## config.mk

```make
export PLATFORM = sky130hd
export DESIGN_NAME = abc_input_conditioner
export DESIGN_NICKNAME = d
export VERILOG_FILES = /design/src/rtl/abc_input_conditioner.sv
export SDC_FILE = /design/constraint.sdc
export NUM_CORES = 1
export LEC_CHECK = 0
export CAP_MARGIN = 20
export CORE_MARGIN = 2
export CORE_UTILIZATION = 50
export DETAILED_ROUTE_END_ITERATION = 16
export GPL_ROUTABILITY_DRIVEN = 0
export PLACE_DENSITY = 0.74
export SETUP_SLACK_MARGIN = 0.3
export SKIP_LAST_GASP = 1
export SYNTH_ARGS = -nofsm -noshare
export SYNTH_HDL_FRONTEND = slang
export SYNTH_SLANG_ARGS = --single-unit
```

## constraint.sdc

```tcl
create_clock -name clk -period 1.3 [get_ports clk]
set_clock_uncertainty 0.05 [all_clocks]
set_input_delay 0.13 -clock clk [delete_from_list [all_inputs] [get_ports clk]]
set_output_delay 0.13 -clock clk [all_outputs]
set_load 0.01 [all_outputs]
```

## src/rtl/abc_input_conditioner.sv

```systemverilog
// abc_input_conditioner: synchronizes and debounces raw a/b/c lines for the JK/SR sequence FSM.
// Ports:
//   clk                      rising-edge system clock
//   reset_n                  asynchronous active-low reset
//   a_raw, b_raw, c_raw      raw asynchronous inputs
//   a, b, c                  debounced registered levels
//   abc_all                  a & b & c, combinational from the output registers
//   changed                  one-cycle pulse in the first cycle any of a/b/c takes a new value
//   glitch_cnt [7:0]         saturating count of aborted debounce attempts (only with ABC_GLITCH_CNT_EN)
// Optional feature macro: ABC_GLITCH_CNT_EN
module abc_input_conditioner #(
    parameter int DEBOUNCE_CYCLES = 4
) (
    input  logic       clk,
    input  logic       reset_n,
    input  logic       a_raw,
    input  logic       b_raw,
    input  logic       c_raw,
    output logic       a,
    output logic       b,
    output logic       c,
    output logic       abc_all,
    output logic       changed
`ifdef ABC_GLITCH_CNT_EN
    ,
    output logic [7:0] glitch_cnt
`endif
);
    localparam int CW = ($clog2(DEBOUNCE_CYCLES + 1) < 1) ? 1 : $clog2(DEBOUNCE_CYCLES + 1);
    localparam logic [CW-1:0] LAST = CW'(DEBOUNCE_CYCLES - 1);

    logic [2:0]    raw, s1, s2, out, upd;
    logic [CW-1:0] cnt [3];

    assign raw     = {c_raw, b_raw, a_raw};
    assign {c, b, a} = out;
    assign abc_all = &out;

    always_comb begin
        upd = '0;
        for (int i = 0; i < 3; i++)
            upd[i] = (s2[i] != out[i]) && (cnt[i] == LAST);
    end

    always_ff @(posedge clk or negedge reset_n) begin
        if (!reset_n) begin
            s1      <= '0;
            s2      <= '0;
            out     <= '0;
            changed <= 1'b0;
            for (int i = 0; i < 3; i++)
                cnt[i] <= '0;
        end else begin
            s1      <= raw;
            s2      <= s1;
            changed <= |upd;
            for (int i = 0; i < 3; i++) begin
                if (s2[i] == out[i]) begin
                    cnt[i] <= '0;
                end else if (upd[i]) begin
                    out[i] <= s2[i];
                    cnt[i] <= '0;
                end else begin
                    cnt[i] <= cnt[i] + CW'(1);
                end
            end
        end
    end

`ifdef ABC_GLITCH_CNT_EN
    logic [2:0] abort;
    logic [8:0] gsum;

    // An attempt is aborted when a partially counted mismatch disappears.
    always_comb begin
        abort = '0;
        for (int i = 0; i < 3; i++)
            abort[i] = (s2[i] == out[i]) && (cnt[i] != '0);
        gsum = {1'b0, glitch_cnt} + 9'(abort[0]) + 9'(abort[1]) + 9'(abort[2]);
    end

    always_ff @(posedge clk or negedge reset_n) begin
        if (!reset_n)
            glitch_cnt <= '0;
        else
            glitch_cnt <= gsum[8] ? 8'hff : gsum[7:0];
    end
`endif

endmodule

```

# Word level (Yosys, flattened, before mapping)
# Cells that the tools add are included.
[op_classes]
add_sub_neg = 3
n_eq_ne = 9
n_mux = 6
n_bitwise = 3
reduce_logical = 8
[ops]
columns = ["operator", "n"]
rows = [
  ["2-to-1 mux 3 bit", 6],
  ["adder 3 x 1 -> 3 bit, second input constant", 3],
  ["equality test 3 x 2 -> 1 bit, second input constant", 3],
  ["AND reduction 2 bit", 3],
  ["equality test 1 bit", 3],
  ["logical AND 1 bit", 3],
  ["inequality test 1 bit", 3],
  ["inverter 1 bit", 3],
  ["AND reduction 3 bit", 1],
  ["OR reduction 3 bit", 1],
]
[word_totals]
reg_bits = 19
input_bits = 5
output_inout_bits = 5
elab_cells = 38

# Logic depth before layout (Yosys ltp)
[depth]
word_depth = 4
mapped_depth = 4

# Worst setup path after synthesis
# Ideal clock, no wire load.
[synth_path]
kind = "register -> register"
startpoint = "register cnt[6] (netlist bit)"
endpoint = "register out[0]"
arrival_ns = 0.986
required_ns = 1.122
path_slack_ns = 0.136
stages_incl_launch_ff = 5
path_buffers = 0
synth_period_minus_slack_ns = 1.164
path_cell_list = "dfrtp_1 > ha_1 > inv_1 > nor2_2 > mux2_1"
[synth_via]
elab_chain_cells = 3
[synth_rtl]
columns = ["item", "line", "rtl"]
rows = [
  ["start: declaration", "33", "logic [CW-1:0] cnt [3];"],
  ["start signal: indexed assignment", "64", "cnt[i] <= cnt[i] + CW'(1);"],
  ["equality test 3 x 2 -> 1 bit", "42", "upd[i] = (s2[i] != out[i]) && (cnt[i] == LAST);"],
  ["logical AND 1 bit", "42", ""],
  ["AND reduction 2 bit (no source line)", "--", ""],
  ["end signal: indexed assignment", "61", "out[i] <= s2[i];"],
  ["end: declaration", "32", "logic [2:0] raw, s1, s2, out, upd;"],
]
# Every way passes these cells.
# A chain may end at the register's enable or synchronous reset.

# Final worst setup path
# Same ends and word-level chain as after synthesis.

==> metrics.txt <==
Tot GR Track Use 15.40%; kind of end point of the critical path flip-flop; fillcell total 86; HP Class primary input to async pin; gr busiest metal met2; via count 430; Crit path required time ~1.4 ns; top cells by area, synth dfrtp_1 67%, ha_1 5.3%, mux2_1 4.8%; final number of hold-violating endpoints 0; full die area approximately 1700 µm²; Max rail drop VDD roughly 1.2 mV; Initial DRC Count 5; met2 GRT Util roughly 26%; reg2reg path depth 4; # diodes 0; WL per Instance between 10 and 15 µm; Mean Syn Cell Area roughly 15 µm²; vias per cell a little over 5; # rows 13; final setup vio count 0; flip-flop and latch count after synthesis 19; status finished clean; Routed Antenna Nets 0; wirelength, routed 1223 µm; pwr dens between 1500 and 2000 nW/µm²; starting density of the core 53.94%; layout cells sized above 1 between 40% and 50%; fin util ~77%; Synthesis Warnings 0; final cell count without fillers 84; CTS tree yes; crit start category flip-flop; Die W approximately 42 µm; most frequent cells in the layout 19 x dfrtp_1, 6 x buf_4, 4 x clkdlybuf4s50_1, 4 x buf_6, 4 x buf_2; Layout Nets 78; Pleak a little under 0.5 nW; die height ~42 µm; area delta synth->final 42.43%; worst skew pair latency 0.29 ns; CP max FO 2; Worst slew margin approximately 83%; Final TNS setup 0 ns; grt ovf 0; mapped cell area slightly above 700 µm²; IO buf count 9; vias in the first global route roughly 440; met3 Resource Use GR 3.043%; Sequential cell area between 400 and 500 µm²; dpl cells between 70 and 80; clock sink count 19; fin. max-slew vios 0; first-pass GRT wire length 1945 µm; reg2reg start cnt[6]; drt pass-1 iters 2; FMAX 817.8 MHz; critical path class flip-flop to flip-flop; initial antenna violation count 0; post-synthesis cell type count 16; post-layout min period ~1.2 ns; Worst-Margin Slew between 0.2 and 0.3 ns; largest net degree at the start of global routing 20; I/O Pins 10; Remaining DRCs 0; Clock Tree Buf Depth 2; reg2reg setup slack between 0.07 and 0.08 ns; Syn Nets 55; Pwr Total 2.018 mW; H-Tree Depth 1; Syn Inst Count between 40 and 50; Clk pin slew, worst setup/hold paths 0.10 ns; leading area contributor after synthesis dfrtp_1; worst path arrival time ~1.4 ns; most common cell after layout, fill and taps aside dfrtp_1; TritonCTS buffer count 3; max-cap viol count 0; Core ar. 1318 µm²; Root Buffer clkbuf_4; multi-input logic area 337.8 µm²; top cell type's share of synthesized area 66.90%; worst r2r dst out[0]; met1 usage between 10% and 20%; Seq/Total Area, Yosys between 60% and 70%; final worst path period share between 90% and 100%; RSZ-0062 raised after global routing yes
==> per-stage QoR <==
stage               instance area [µm²]  setup WS, ns  hold slack (ns)
global route                       1012       0.04637           0.1191
CTS                               972.2       0.08039           0.1072
floorplan                         757.0        0.1883          -0.2156
detailed placement                888.4       0.06819           0.2878
global placement                  888.4       0.07839           0.2832
finish                             1012       0.07720           0.1037
==> routing by layer <==
metal / up-vias / part of all wire, %
met3: 5 / 4.9
met1: 214 / 40
li1: 199 / -
met5: - / 0
met2: 12 / 52
met4: 0 / 2.8
==> cells in the mapped netlist (all sizes together) <==
library cell	n
dfrtp	19
xnor2	1
ha	3
o311ai	1
nor3b	2
mux2	3
nand2b	4
and3	3
and3b	2
inv	1
nand2	2
nor3	1
nor2	3
xor2	2
==> cells by family after synthesis <==
group / synth area share, %
xor gates and xnor gates: 3.698
buffers and inverters: 0.5277
DFF: 66.90
muxes: 4.753
and+or+nand+nor: 16.55
adders and majority gates: 5.282
AOI/OAI and AO/OA: 2.289
==> sequential cells by signal, indices dropped and copies added, names as in the netlist <==
name / cells
changed: 1
cnt: 9
out: 3
s1: 3
s2: 3
==> where the power goes <==
part | total (mW) | internal, mW | switching, mW
combinational | 0.886 | 0.530 | 0.356
sequential | 0.845 | 0.732 | 0.113
clock | 0.287 | 0.119 | 0.168
==> worst max path at each step <==
stage	from	endpoint	slack (ns)
2_1_floorplan	cnt[6]	out[0]	0.19
3_3_place_gp	out[1]	abc_all	0.08
3_5_place_dp	out[1]	abc_all	0.07
4_1_cts	out[0]	changed	0.08
5_1_grt	out[0]	changed	0.05
6_report	cnt[6]	out[0]	0.08
==> critical path: stages (launching register included) <==
cell and delay [ns]:
dfrtp_1 0.38, ha_2 0.20, inv_2 0.06, nor2_4 0.12
mux2_4 0.30
==> area by class of cell <==
cell class                      count  share of cell area (%)
Sequential cell                    19                   46.97
Multi-Input combinational cell     27                   33.37
Tap cell                           15                   1.854
Inverter                            1                  0.3708
Timing Repair Buffer               18                   14.83
Clock buffer                        4                   2.596
==> repair_timing <==
action                                  CTS  global route
gates cloned                              0             0
setup buffers                             3             3
hold buffers                              0             0
gates resized for setup                  28             3
endpoints found under the setup margin   15            18
pin swaps                                 6             4
Power figures use the tool's default switching activity.
